`config.mk`:
```
export PLATFORM = sky130hd
export DESIGN_NAME = rv_div_ctrl_flat
export DESIGN_NICKNAME = d
export VERILOG_FILES = /design/src/rtl/rv_div_ctrl_pkg.sv /design/src/rtl/rv_div_ctrl_if.sv /design/src/rtl/rv_div_ctrl_fix.sv /design/src/rtl/rv_div_ctrl.sv /design/src/flat_wrapper.sv
export SDC_FILE = /design/constraint.sdc
export NUM_CORES = 1
export LEC_CHECK = 0
export ABC_CLOCK_PERIOD_IN_PS = 4510
export BUFFER_PORTS_ARGS = -buffer_cell sky130_fd_sc_hd__buf_2
export CORE_MARGIN = 2
export CORE_UTILIZATION = 58
export DETAILED_ROUTE_END_ITERATION = 16
export PLACE_DENSITY = 0.87
export SYNTH_ARGS = -nofsm -noshare
export SYNTH_HDL_FRONTEND = slang
export SYNTH_SLANG_ARGS = --single-unit
export TNS_END_PERCENT = 30
```
`constraint.sdc`:
```
create_clock -name clk -period 4.51 [get_ports clk]
set_input_delay 0.451 -clock clk [delete_from_list [all_inputs] [get_ports clk]]
set_output_delay 0.451 -clock clk [all_outputs]
set_load 0.01 [all_outputs]
```
`src/rtl/rv_div_ctrl_pkg.sv`:
```
// rv_div_pkg: shared constants, FSM state encoding and the result-select
// helper for the RV64M divide controller (rv_div_ctrl) and its sub-modules.
//   F3_*      : funct3 encodings of DIV/DIVU/REM/REMU
//   XLEN_MIN  : most negative 64-bit value
//   WORD_MIN  : most negative 32-bit value, sign-extended to 64 bits
//   div_state_e : one-hot controller state
package rv_div_pkg;

    localparam int DIV_XLEN = 64;

    localparam logic [2:0] F3_DIV  = 3'b100;
    localparam logic [2:0] F3_DIVU = 3'b101;
    localparam logic [2:0] F3_REM  = 3'b110;
    localparam logic [2:0] F3_REMU = 3'b111;

    localparam logic [63:0] XLEN_MIN = 64'h8000_0000_0000_0000;
    localparam logic [63:0] WORD_MIN = 64'hFFFF_FFFF_8000_0000;

    typedef enum logic [6:0] {
        IDLE  = 7'b000_0001,
        BYP   = 7'b000_0010,
        REQ   = 7'b000_0100,
        WAIT  = 7'b000_1000,
        FIX   = 7'b001_0000,
        OUT   = 7'b010_0000,
        DRAIN = 7'b100_0000
    } div_state_e;

    // REM* returns the remainder, DIV* the quotient; *W forms sign-extend
    // bit 31 of whichever was picked.
    function automatic logic [63:0] sel_res(input logic        is_rem,
                                            input logic        word,
                                            input logic [63:0] q,
                                            input logic [63:0] r);
        logic [63:0] v;
        v = is_rem ? r : q;
        return word ? {{32{v[31]}}, v[31:0]} : v;
    endfunction

endpackage

```
`src/rtl/rv_div_ctrl_if.sv`:
```
// rv_div_ctrl_if: request/response link between the divide controller and
// the signed radix-4 SRT divider core.
//   div_vld_o   : controller -> core, operation request
//   div_op1_o   : controller -> core, dividend
//   div_op2_o   : controller -> core, divisor
//   div_ready_i : core -> controller, high while the core is idle
//   div_quo_i   : core -> controller, quotient (valid when ready returns)
//   div_rem_i   : core -> controller, remainder (valid when ready returns)
// Modports: master = controller side, slave = core side.
interface rv_div_ctrl_if #(
    parameter int XLEN = 64
);
    logic            div_vld_o;
    logic [XLEN-1:0] div_op1_o;
    logic [XLEN-1:0] div_op2_o;
    logic            div_ready_i;
    logic [XLEN-1:0] div_quo_i;
    logic [XLEN-1:0] div_rem_i;

    modport master (
        output div_vld_o, div_op1_o, div_op2_o,
        input  div_ready_i, div_quo_i, div_rem_i
    );

    modport slave (
        input  div_vld_o, div_op1_o, div_op2_o,
        output div_ready_i, div_quo_i, div_rem_i
    );
endinterface

```
`src/rtl/rv_div_ctrl_fix.sv`:
```
// rv_div_fix: combinational correction for unsigned divides whose dividend
// had bit 63 set. The core divided op1>>1 by op2 giving q1/r1; this restores
// the full quotient/remainder by shifting the dropped LSB back in and doing
// one restoring step.
//   q1, r1  : core quotient/remainder of (op1>>1)/op2
//   op1_lsb : bit 0 of the original dividend
//   op2     : divisor (bit 63 clear on this path)
//   q, r    : corrected unsigned quotient/remainder of op1/op2
module rv_div_fix
    import rv_div_pkg::*;
#(
    parameter int XLEN = DIV_XLEN
) (
    input  logic [XLEN-1:0] q1,
    input  logic [XLEN-1:0] r1,
    input  logic            op1_lsb,
    input  logic [XLEN-1:0] op2,
    output logic [XLEN-1:0] q,
    output logic [XLEN-1:0] r
);
    // 2*r1+lsb kept one bit wider so the compare is exact for any width.
    logic [XLEN:0] r2;
    logic          inc;

    always_comb begin
        r2  = {r1, op1_lsb};
        inc = (r2 >= {1'b0, op2});
        q   = (q1 << 1) | {{(XLEN-1){1'b0}}, inc};
        // True remainder is below op2, so modular subtraction is exact.
        r   = inc ? (r2[XLEN-1:0] - op2) : r2[XLEN-1:0];
    end
endmodule

```
`src/rtl/rv_div_ctrl.sv`:
```
// rv_div_ctrl: EX-stage issue/sequencing controller for RV64M
// DIV/DIVU/REM/REMU and their *W forms in front of a signed-only 64-bit SRT
// divider core.
//   clk, rstn   : clock, asynchronous active-low reset
//   ex_vld_i    : divide op present in EX
//   funct3_i    : 100 DIV, 101 DIVU, 110 REM, 111 REMU
//   word_i      : *W variant
//   rs1_i/rs2_i : dividend / divisor
//   flush_i     : kill in-flight op
//   stall_o     : EX must hold (combinational in the accept cycle)
//   res_vld_o   : one-cycle result strobe
//   res_o       : result
//   div         : core link (rv_div_ctrl_if.master)
// Divide-by-zero, signed overflow and unsigned divisors >= 2^63 complete
// without the core one cycle after accept. Unsigned dividends >= 2^63 are
// halved for the core and fixed up afterwards in rv_div_fix.
// Optional: `define RV_DIV_REUSE_EN keeps the last core result (q and r)
// so a matching DIV/REM pair completes the second op in one cycle.
module rv_div_ctrl
    import rv_div_pkg::*;
#(
    parameter int XLEN       = DIV_XLEN,
    parameter int BYPASS_LAT = 1
) (
    input  logic            clk,
    input  logic            rstn,
    input  logic            ex_vld_i,
    input  logic [2:0]      funct3_i,
    input  logic            word_i,
    input  logic [XLEN-1:0] rs1_i,
    input  logic [XLEN-1:0] rs2_i,
    input  logic            flush_i,
    output logic            stall_o,
    output logic            res_vld_o,
    output logic [XLEN-1:0] res_o,
    rv_div_ctrl_if.master   div
);

    if (XLEN != 64 || BYPASS_LAT != 1) begin : g_bad_cfg
        $error("rv_div_ctrl supports only XLEN=64 and BYPASS_LAT=1");
    end

    div_state_e      state;
    logic            res_vld_q, div_vld_q;
    logic            is_rem_q, word_q, pre_q, lsb_q;
    logic [XLEN-1:0] b_q, q1_q, r1_q;
    logic [XLEN-1:0] fix_q, fix_r;

    // ---------------- decode and operand preparation ----------------
    logic            go, accept, busy, sgn, is_rem;
    logic [XLEN-1:0] a, b, core_a, byp_q, byp_r;
    logic            div0, ovf, ubig, byp, pre;
    logic            hit;
    logic [XLEN-1:0] hit_q, hit_r;

    assign go     = ex_vld_i & (funct3_i inside {F3_DIV, F3_DIVU, F3_REM, F3_REMU});
    assign sgn    = (funct3_i == F3_DIV) | (funct3_i == F3_REM);
    assign is_rem = (funct3_i == F3_REM) | (funct3_i == F3_REMU);
    assign accept = (state == IDLE) & go & ~flush_i;

    always_comb begin
        a = rs1_i;
        b = rs2_i;
        if (word_i) begin
            a = sgn ? {{(XLEN-32){rs1_i[31]}}, rs1_i[31:0]} : {{(XLEN-32){1'b0}}, rs1_i[31:0]};
            b = sgn ? {{(XLEN-32){rs2_i[31]}}, rs2_i[31:0]} : {{(XLEN-32){1'b0}}, rs2_i[31:0]};
        end
    end

    assign div0 = (b == '0);
    assign ovf  = sgn & (&b) & (a == (word_i ? WORD_MIN : XLEN_MIN));
    // Unsigned divisor >= 2^63: quotient can only be 0 or 1.
    assign ubig = ~sgn & b[XLEN-1];
    assign byp  = div0 | ovf | ubig;
    // Unsigned dividend >= 2^63 would read as negative in the signed core.
    assign pre    = ~sgn & a[XLEN-1] & ~b[XLEN-1];
    assign core_a = pre ? (a >> 1) : a;

    always_comb begin
        byp_q = '1;
        byp_r = a;
        if (div0) begin
            byp_q = '1;
            byp_r = a;
        end else if (ovf) begin
            byp_q = a;
            byp_r = '0;
        end else if (a >= b) begin
            byp_q = {{(XLEN-1){1'b0}}, 1'b1};
            byp_r = a - b;
        end else begin
            byp_q = '0;
            byp_r = a;
        end
    end

    rv_div_fix #(.XLEN(XLEN)) u_fix (
        .q1      (q1_q),
        .r1      (r1_q),
        .op1_lsb (lsb_q),
        .op2     (b_q),
        .q       (fix_q),
        .r       (fix_r)
    );

    // ---------------- outputs ----------------
    // DRAIN holds a newly presented op until the core has finished the
    // abandoned one; otherwise stall only covers the op's own lifetime.
    assign busy          = state inside {BYP, REQ, WAIT, FIX, OUT};
    assign stall_o       = ~flush_i & (busy | (go & ((state == IDLE) | (state == DRAIN))));
    assign res_vld_o     = res_vld_q & ~flush_i;
    assign div.div_vld_o = div_vld_q & ~flush_i;

    // ---------------- controller FSM ----------------
    always_ff @(posedge clk or negedge rstn) begin
        if (!rstn) begin
            state         <= IDLE;
            res_vld_q     <= 1'b0;
            res_o         <= '0;
            div_vld_q     <= 1'b0;
            div.div_op1_o <= '0;
            div.div_op2_o <= '0;
            is_rem_q      <= 1'b0;
            word_q        <= 1'b0;
            pre_q         <= 1'b0;
            lsb_q         <= 1'b0;
            b_q           <= '0;
            q1_q          <= '0;
            r1_q          <= '0;
        end else begin
            res_vld_q <= 1'b0;
            unique case (state)
                IDLE: begin
                    if (accept) begin
                        is_rem_q <= is_rem;
                        word_q   <= word_i;
                        pre_q    <= pre;
                        lsb_q    <= a[0];
                        b_q      <= b;
                        if (byp) begin
                            state     <= BYP;
                            res_vld_q <= 1'b1;
                            res_o     <= sel_res(is_rem, word_i, byp_q, byp_r);
                        end else if (hit) begin
                            state     <= OUT;
                            res_vld_q <= 1'b1;
                            res_o     <= sel_res(is_rem, word_i, hit_q, hit_r);
                        end else begin
                            state         <= REQ;
                            div_vld_q     <= 1'b1;
                            div.div_op1_o <= core_a;
                            div.div_op2_o <= b;
                        end
                    end
                end
                // ready falling is the core's acceptance of the request
                REQ: begin
                    if (!div.div_ready_i) begin
                        div_vld_q <= 1'b0;
                        state     <= flush_i ? DRAIN : WAIT;
                    end else if (flush_i) begin
                        div_vld_q <= 1'b0;
                        state     <= IDLE;
                    end
                end
                WAIT: begin
                    if (div.div_ready_i) begin
                        if (flush_i) begin
                            state <= IDLE;
                        end else if (pre_q) begin
                            q1_q  <= div.div_quo_i;
                            r1_q  <= div.div_rem_i;
                            state <= FIX;
                        end else begin
                            res_o     <= sel_res(is_rem_q, word_q, div.div_quo_i, div.div_rem_i);
                            res_vld_q <= 1'b1;
                            state     <= OUT;
                        end
                    end else if (flush_i) begin
                        state <= DRAIN;
                    end
                end
                FIX: begin
                    if (flush_i) begin
                        state <= IDLE;
                    end else begin
                        res_o     <= sel_res(is_rem_q, word_q, fix_q, fix_r);
                        res_vld_q <= 1'b1;
                        state     <= OUT;
                    end
                end
                BYP, OUT: state <= IDLE;
                // the core cannot abort; wait it out with no strobe
                DRAIN: if (div.div_ready_i) state <= IDLE;
                default: state <= IDLE;
            endcase
        end
    end

    // ---------------- optional result reuse ----------------
`ifdef RV_DIV_REUSE_EN
    logic            c_vld, c_word, c_sgn, sgn_q, core_done, inval;
    logic [XLEN-1:0] a_q, c_a, c_b, c_q, c_r;

    assign core_done = (state == WAIT) & div.div_ready_i & ~flush_i & ~pre_q;
    assign inval     = flush_i & ((state == WAIT) | (state == DRAIN) |
                                  ((state == REQ) & ~div.div_ready_i));
    assign hit   = c_vld & (c_a == a) & (c_b == b) & (c_word == word_i) & (c_sgn == sgn);
    assign hit_q = c_q;
    assign hit_r = c_r;

    always_ff @(posedge clk or negedge rstn) begin
        if (!rstn) begin
            c_vld  <= 1'b0;
            c_word <= 1'b0;
            c_sgn  <= 1'b0;
            sgn_q  <= 1'b0;
            a_q    <= '0;
            c_a    <= '0;
            c_b    <= '0;
            c_q    <= '0;
            c_r    <= '0;
        end else begin
            if (accept) begin
                a_q   <= a;
                sgn_q <= sgn;
            end
            if (inval) begin
                c_vld <= 1'b0;
            end else if (core_done | (state == FIX)) begin
                c_vld  <= 1'b1;
                c_a    <= a_q;
                c_b    <= b_q;
                c_word <= word_q;
                c_sgn  <= sgn_q;
                c_q    <= core_done ? div.div_quo_i : fix_q;
                c_r    <= core_done ? div.div_rem_i : fix_r;
            end
        end
    end
`else
    assign hit   = 1'b0;
    assign hit_q = '0;
    assign hit_r = '0;
`endif

endmodule

```
`src/flat_wrapper.sv`:
```
// flat-port wrapper written by rule: the top's interface ports become plain ports
module rv_div_ctrl_flat import rv_div_pkg::*;
#(
    parameter int XLEN       = DIV_XLEN,
    parameter int BYPASS_LAT = 1
)
  (clk, rstn, ex_vld_i, funct3_i, word_i, rs1_i, rs2_i, flush_i, stall_o, res_vld_o, res_o, div_div_vld_o, div_div_op1_o, div_div_op2_o, div_div_ready_i, div_div_quo_i, div_div_rem_i);
  rv_div_ctrl_if #(.XLEN(XLEN)) div_i ();
  input  logic clk;
  input  logic rstn;
  input  logic ex_vld_i;
  input  logic [2:0] funct3_i;
  input  logic word_i;
  input  logic [XLEN-1:0] rs1_i;
  input  logic [XLEN-1:0] rs2_i;
  input  logic flush_i;
  output logic stall_o;
  output logic res_vld_o;
  output logic [XLEN-1:0] res_o;
  output wire logic [$bits(div_i.div_vld_o)-1:0] div_div_vld_o;
  output wire logic [$bits(div_i.div_op1_o)-1:0] div_div_op1_o;
  output wire logic [$bits(div_i.div_op2_o)-1:0] div_div_op2_o;
  input wire logic [$bits(div_i.div_ready_i)-1:0] div_div_ready_i;
  input wire logic [$bits(div_i.div_quo_i)-1:0] div_div_quo_i;
  input wire logic [$bits(div_i.div_rem_i)-1:0] div_div_rem_i;
  assign div_div_vld_o = div_i.div_vld_o;
  assign div_div_op1_o = div_i.div_op1_o;
  assign div_div_op2_o = div_i.div_op2_o;
  assign div_i.div_ready_i = div_div_ready_i;
  assign div_i.div_quo_i = div_div_quo_i;
  assign div_i.div_rem_i = div_div_rem_i;
  rv_div_ctrl #(.XLEN(XLEN), .BYPASS_LAT(BYPASS_LAT)) u_core (.clk(clk), .rstn(rstn), .ex_vld_i(ex_vld_i), .funct3_i(funct3_i), .word_i(word_i), .rs1_i(rs1_i), .rs2_i(rs2_i), .flush_i(flush_i), .stall_o(stall_o), .res_vld_o(res_vld_o), .res_o(res_o), .div(div_i));
endmodule
```
# == Yosys cells after proc, flatten, opt, wreduce, memory -nomap -nowiden ==
# Cells that the tools add are included.
# classes
addsub,2
order_cmp,2
n_eq_ne,22
n_mux,50
bitwise,23
n_reduce_logical,12
# op_table
op,n
2-to-1 mux 64 bit,23
case mux 64 bit (3 select lines),1
subtractor 64 bit,2
greater-or-equal comparator 65 x 64 -> 1 bit,1
== test 64 bit,1
greater-or-equal comparator 64 bit,1
logical NOT 64 bit,1
OR 64 x 1 -> 64 bit,1
AND reduction 64 bit,1
2-to-1 mux 63 bit,1
2-to-1 mux 7 bit,8
case mux 7 bit (5 select lines),1
AND 1 bit,12
"== test 3 bit, second input constant",4
2-to-1 mux 6 bit,2
"!= test 2 bit, second input constant",6
AND reduction 4 bit,3
2-to-1 mux 1 bit,11
"== test 7 x 1 -> 1 bit, second input constant",1
"== test 7 x 2 -> 1 bit, second input constant",1
"== test 7 x 3 -> 1 bit, second input constant",1
"== test 7 x 4 -> 1 bit, second input constant",1
"== test 7 x 5 -> 1 bit, second input constant",1
"== test 7 x 6 -> 1 bit, second input constant",1
other kinds (15),25
# word_totals
regBits,396
input_bits,265
output_inout_bits,195
elab_cells,124

# == Longest topological paths before layout ==
# logic_depth
depth_word,14
ltp_mapped,21
mapped_depth_nobuf,16

# == Hierarchy ==
# Synthesis repeated with hierarchy kept, for this count alone.
# unflattened
cells_unflattened,3453
area_unflattened_um2,29339.4
# by_module_without_submodules
module,instances,cells_per_inst,area_per_inst_um2,seq_area_each_um2
rv_div_ctrl,1,2613,23303.6,9935.8
rv_div_fix,1,840,6035.8,0.0

# == Worst setup path before layout ==
# Ideal clock, no wire load.
# synth_path
kind,input to register
start,input word_i
end,register u_core.res_o[39]
setup_time_ps,132
arrival_ps,4699
t_required_ps,4378
slack_ps,-321
stages,19
n_path_buf,7
path_cell_list,clkbuf_1 -> inv_1 -> clkbuf_1 -> buf_1 -> buf_1 -> a21oi_1 -> ha_1 -> clkbuf_1 -> nand4_1 -> or4_1 -> or3_1 -> nand3_1 -> inv_1 -> a31o_1 -> buf_6 -> buf_6 -> a221o_1 -> a221oi_1 -> a21oi_1
# synth_between
elab_chain_cells,11
elab_cells_between_ends,25
classes_between,add/sub (1); order compare (1); eq/ne (2); mux (13); bitwise (5); reduce/logical (3)
# synth_rtl
element,line_no,source
from (decl),flat_wrapper.sv:13,input logic word_i;
"parallel branches: the longest is 11 deep, another holds subtractor 64 bit",n/a,
to (signal assigned),rv_div_ctrl.sv:143,"res_o <= sel_res(is_rem, word_i, byp_q, byp_r);"
to (signal assigned),rv_div_ctrl.sv:147,"res_o <= sel_res(is_rem, word_i, hit_q, hit_r);"
to (signal assigned),rv_div_ctrl.sv:175,"res_o <= sel_res(is_rem_q, word_q, div.div_quo_i, div.div_rem_i);"
to (decl),rv_div_ctrl.sv:35,"output logic [XLEN-1:0] res_o,"
# Parallel ways; which one is timed is not known. The select of a mux whose other input is x is not followed.
# A chain may end at the register's enable or synchronous reset.

# == Worst setup path after layout ==
# layout_path
start,input funct3_i[2]
end,register u_core.res_o[12]
# layout_between
elab_chain_cells,14
elab_cells_between_ends,37
classes_between,order compare (1); eq/ne (7); mux (14); bitwise (11); reduce/logical (4)
# layout_rtl
element,line_no,source
from (decl),flat_wrapper.sv:12,input logic [2:0] funct3_i;
"parallel branches: the longest is 14 deep, another holds greater-or-equal comparator 64 bit",n/a,
# Parallel ways; which one is timed is not known. The select of a mux whose other input is x is not followed.

==> run_results.csv <==
group,metric,value,unit
run_status,status,"complete, no violations",
cts,htreeDepth,2,
floorplan,die_x,224,um
cts,cts_sinks,396,
synthesis,synth.distinct_cells,75,
critical_path,worstPathRequired,5000,ps
synthesis,syn_nets,3803,
cts,cts-buffers-inserted,45,
flow_run,maxCapViolations,0,
timing,grt_setup_unrepaired,"no",
critical_path,cp-start-kind,"input pin",
cts,clock_path_buffers,3,
synthesis,synth-edff-count,0,
final_layout,syn2layout_area_growth,20.3,%
synthesis,synth-main-ff-cell,"dfrtp_1",
floorplan,io_pins,460,
global_route,grt-busiest-layer,"met1",
critical_path,cp_max_fo,36,
timing,finalSetupTns,0,ps
placement,io_buffer_count,459,
final_layout,stdcell_count,4558,
cts,cts_setup_buffers,0,
final_layout,final_layout_size_suffix_gt1_frac,0.234,
placement,dpl.cell_count,4472,
timing,slew_headroom,0.213,
timing,slew_viol_final,0,
timing,period_minus_slack,4300,ps
timing,final_hold_viol_count,0,
global_route,grt_overflow,0,
synthesis,ys_warn_count,0,
routing,drt-vias-per-instance,6.74,
routing,vias,30700,
timing,fin_crit_sh,0.953,
timing,final-setup-viol-count,0,
pwr,p_per_area,429,mW/mm^2
routing,drtAntennaViolNets,0,
final_layout,nets,4300,
routing,drc,0,
pwr,leakage,15.9,nW
floorplan,dieArea,0.0501,mm^2
global_route,grt_pass1_wl,177000,um
global_route,globalRouteMet2Util,0.646,
synthesis,seq_area_frac_synth,0.353,
synthesis,async_flop_share,1.00,
global_route,antenna_found_initial,2,
min_path,hold_class,"in2reg",
floorplan,start_util,0.587,
global_route,grtUsageMet3,0.170,
floorplan,die_h,224,um
floorplan,rows,80,
pwr,ir_worst_vdd,0.343,mV
synthesis,avgSynthCellArea,8.23,um^2
critical_path,arrival,4790,ps
placement,hpwlAfterDp,95300,um
timing,tightest_slew,1180,ps
cts,cts_tree,"yes",
synthesis,netlist_area,0.0280,mm^2
global_route,grt_usage,0.469,
routing,drt_iter0_drc,4635,
timing,fin_skew,24.2,ps
critical_path,crit_type,"in2reg",
critical_path,endpoint_kind,"flop",
placement,gp_congestion,1.09,
global_route,grt_start_max_net_pins,129,
global_route,grt_pass1_vias,28300,
synthesis,synth_cells,3408,
routing,drtPass1Iterations,6,
routing,finalWirelength,121000,um
cts,cts_root_buffer,"clkbuf_16",
synthesis,synth_seq_cells,396,
cts,clk_pin_slew,60,ps
routing,wl_per_cell,26.6,um
global_route,use_met1,0.674,
timing,max_freq,233,MHz
floorplan,core,0.0477,mm^2
cts,clock_latency,610,ps
metal layers:
layer,part of all wire,vias to the layer above
met3,0.16,319
met5,0.000066,-
met1,0.40,14600
met2,0.40,2367
met4,0.040,2
li1,-,13500
what timing repair did:
action	CTS	global route
hold buffers	1	0
gates resized for setup	0	0
hold endpoints to repair	40	0
state kept, by name (all words and copies together) (netlist names):
register / flops
u_core.div.div_op2_o: 64
u_core.res_vld_q: 1
u_core.div_vld_q: 1
u_core.pre_q: 1
u_core.lsb_q: 1
u_core.div.div_op1_o: 64
u_core.res_o: 64
u_core.r1_q: 64
u_core.state: 7
u_core.q1_q: 63
u_core.word_q: 1
u_core.is_rem_q: 1
u_core.b_q: 64
cells in the final DEF, fill, tap and decap left out, types with 14 or more instances in the layout:
cell type | Yosys | final
o311ai_0 | 14 | 14
buf_12 | 0 | 19
o22a_1 | 22 | 22
nor4_1 | 45 | 45
o211ai_1 | 39 | 39
nor2b_1 | 38 | 38
nor3_1 | 40 | 37
dfrtp_1 | 395 | 394
inv_1 | 175 | 174
nand2_1 | 450 | 450
o31ai_1 | 22 | 22
a221oi_1 | 25 | 25
a22oi_1 | 14 | 14
or3_1 | 24 | 23
nand4_1 | 66 | 66
o221ai_1 | 24 | 24
o21a_1 | 22 | 22
clkbuf_16 | 0 | 45
o32a_1 | 15 | 15
a21o_1 | 54 | 54
xnor2_1 | 63 | 63
buf_2 | 29 | 458
o22ai_1 | 39 | 39
ha_1 | 128 | 128
nand3_1 | 61 | 60
a21oi_1 | 290 | 289
a211oi_1 | 48 | 48
mux2_2 | 135 | 135
o21ai_0 | 338 | 338
o21bai_1 | 32 | 32
nor2_1 | 220 | 219
mux2i_1 | 40 | 40
xor2_1 | 48 | 48
a31oi_1 | 74 | 74
buf_4 | 4 | 201
nand2b_1 | 17 | 17
synthesized netlist by cell type (all sizes together), types with 15 or more instances:
cell type  instances  area, um^2
a211oi            48         360
a21o              54         405
a21oi            290        1450
a221oi            26         234
a31oi             74         463
buf               48         246
clkbuf           182         683
dfrtp            395        9880
ha               128        1600
inv              175         657
mux2             135        1520
mux2i             40         400
nand2            450        1690
nand2b            17         106
nand3             62         315
nand4             66         413
nor2             220         826
nor2b             38         238
nor3              40         200
nor4              45         282
o211ai            39         293
o21a              22         165
o21ai            340        1700
o21bai            32         240
o221ai            24         210
o22a              22         193
o22ai             39         244
o31ai             22         165
o32a              15         150
or3               24         150
xnor2             63         552
xor2              48         420
power by group:
part	total, W	internal (W)	switching, W
combinational	0.00572	0.00211	0.00361
clock	0.00398	0.00235	0.00163
sequential	0.00477	0.00418	0.000589
total	0.0145	0.00864	0.00583
kinds of logic (layout without fill, tap and decap cells):
kind of cell    Yosys count  count (layout)  synth area share
compound gates         1169            1169             0.262
simple gates           1022            1022             0.166
xor+xnor                111             111            0.0347
buf+inv                 405             938            0.0566
fa+ha+maj               130             130            0.0585
flops                   396             396             0.353
other cells               0               2                 0
mux                     175             175            0.0685
through the flow:
stage               setup WS [ps]  total power, W  utilization  instance area, um^2  hold slack, ps
finish                        212          0.0145        0.706                33700            94.8
global route                 90.7          0.0150        0.706                33700            98.8
global placement             -105          0.0102        0.673                32100             383
floorplan                   0.504         0.00780            -                28000             155
CTS                           404          0.0142        0.706                33700            80.4
detailed placement           -125          0.0102        0.673                32100             385
path summary, 6_finish.rpt:
| kind | from | to | slack, ps | cells after the start |
|---|---|---|---|---|
| worst min-delay path | div_div_rem_i[51] | u_core.r1_q[51] | 90 | 2 |
| worst max-delay path | funct3_i[2] | u_core.res_o[12] | 210 | 16 |
| min in group asynchronous | rstn | u_core.q1_q[16] | 380 | 2 |
| max in group asynchronous | rstn | u_core.r1_q[46] | 3040 | 3 |
| worst max register to register | u_core.b_q[10] | u_core.res_o[50] | 230 | 15 |
| worst min register to register | u_core.div.div_op1_o[42] | u_core.div.div_op1_o[42] | 470 | 2 |
area by class of cell:
type | count | area [um^2]
Multi-Input combinational cell | 2607 | 16600
Fill cell | 3829 | 14000
Sequential cell | 396 | 9910
Timing Repair Buffer | 680 | 4210
Clock buffer | 59 | 1240
Tap cell | 615 | 769
Inverter | 175 | 657
Clock inverter | 24 | 337
Antenna cell | 2 | 5.00
critical path, cell delays in order:
cell and delay (ps):
buf_2 100, nor2b_1 150, and3_1 400, a21oi_1 330, inv_1 120, ha_1 310, nand4_1 110, or4_1 680
or3_1 350, nand3_1 120, inv_1 70, a31o_2 260, buf_12 180, a221oi_1 720, o22ai_1 170, o22a_1 220
Note: power is estimated with default switching activity, not from simulation.
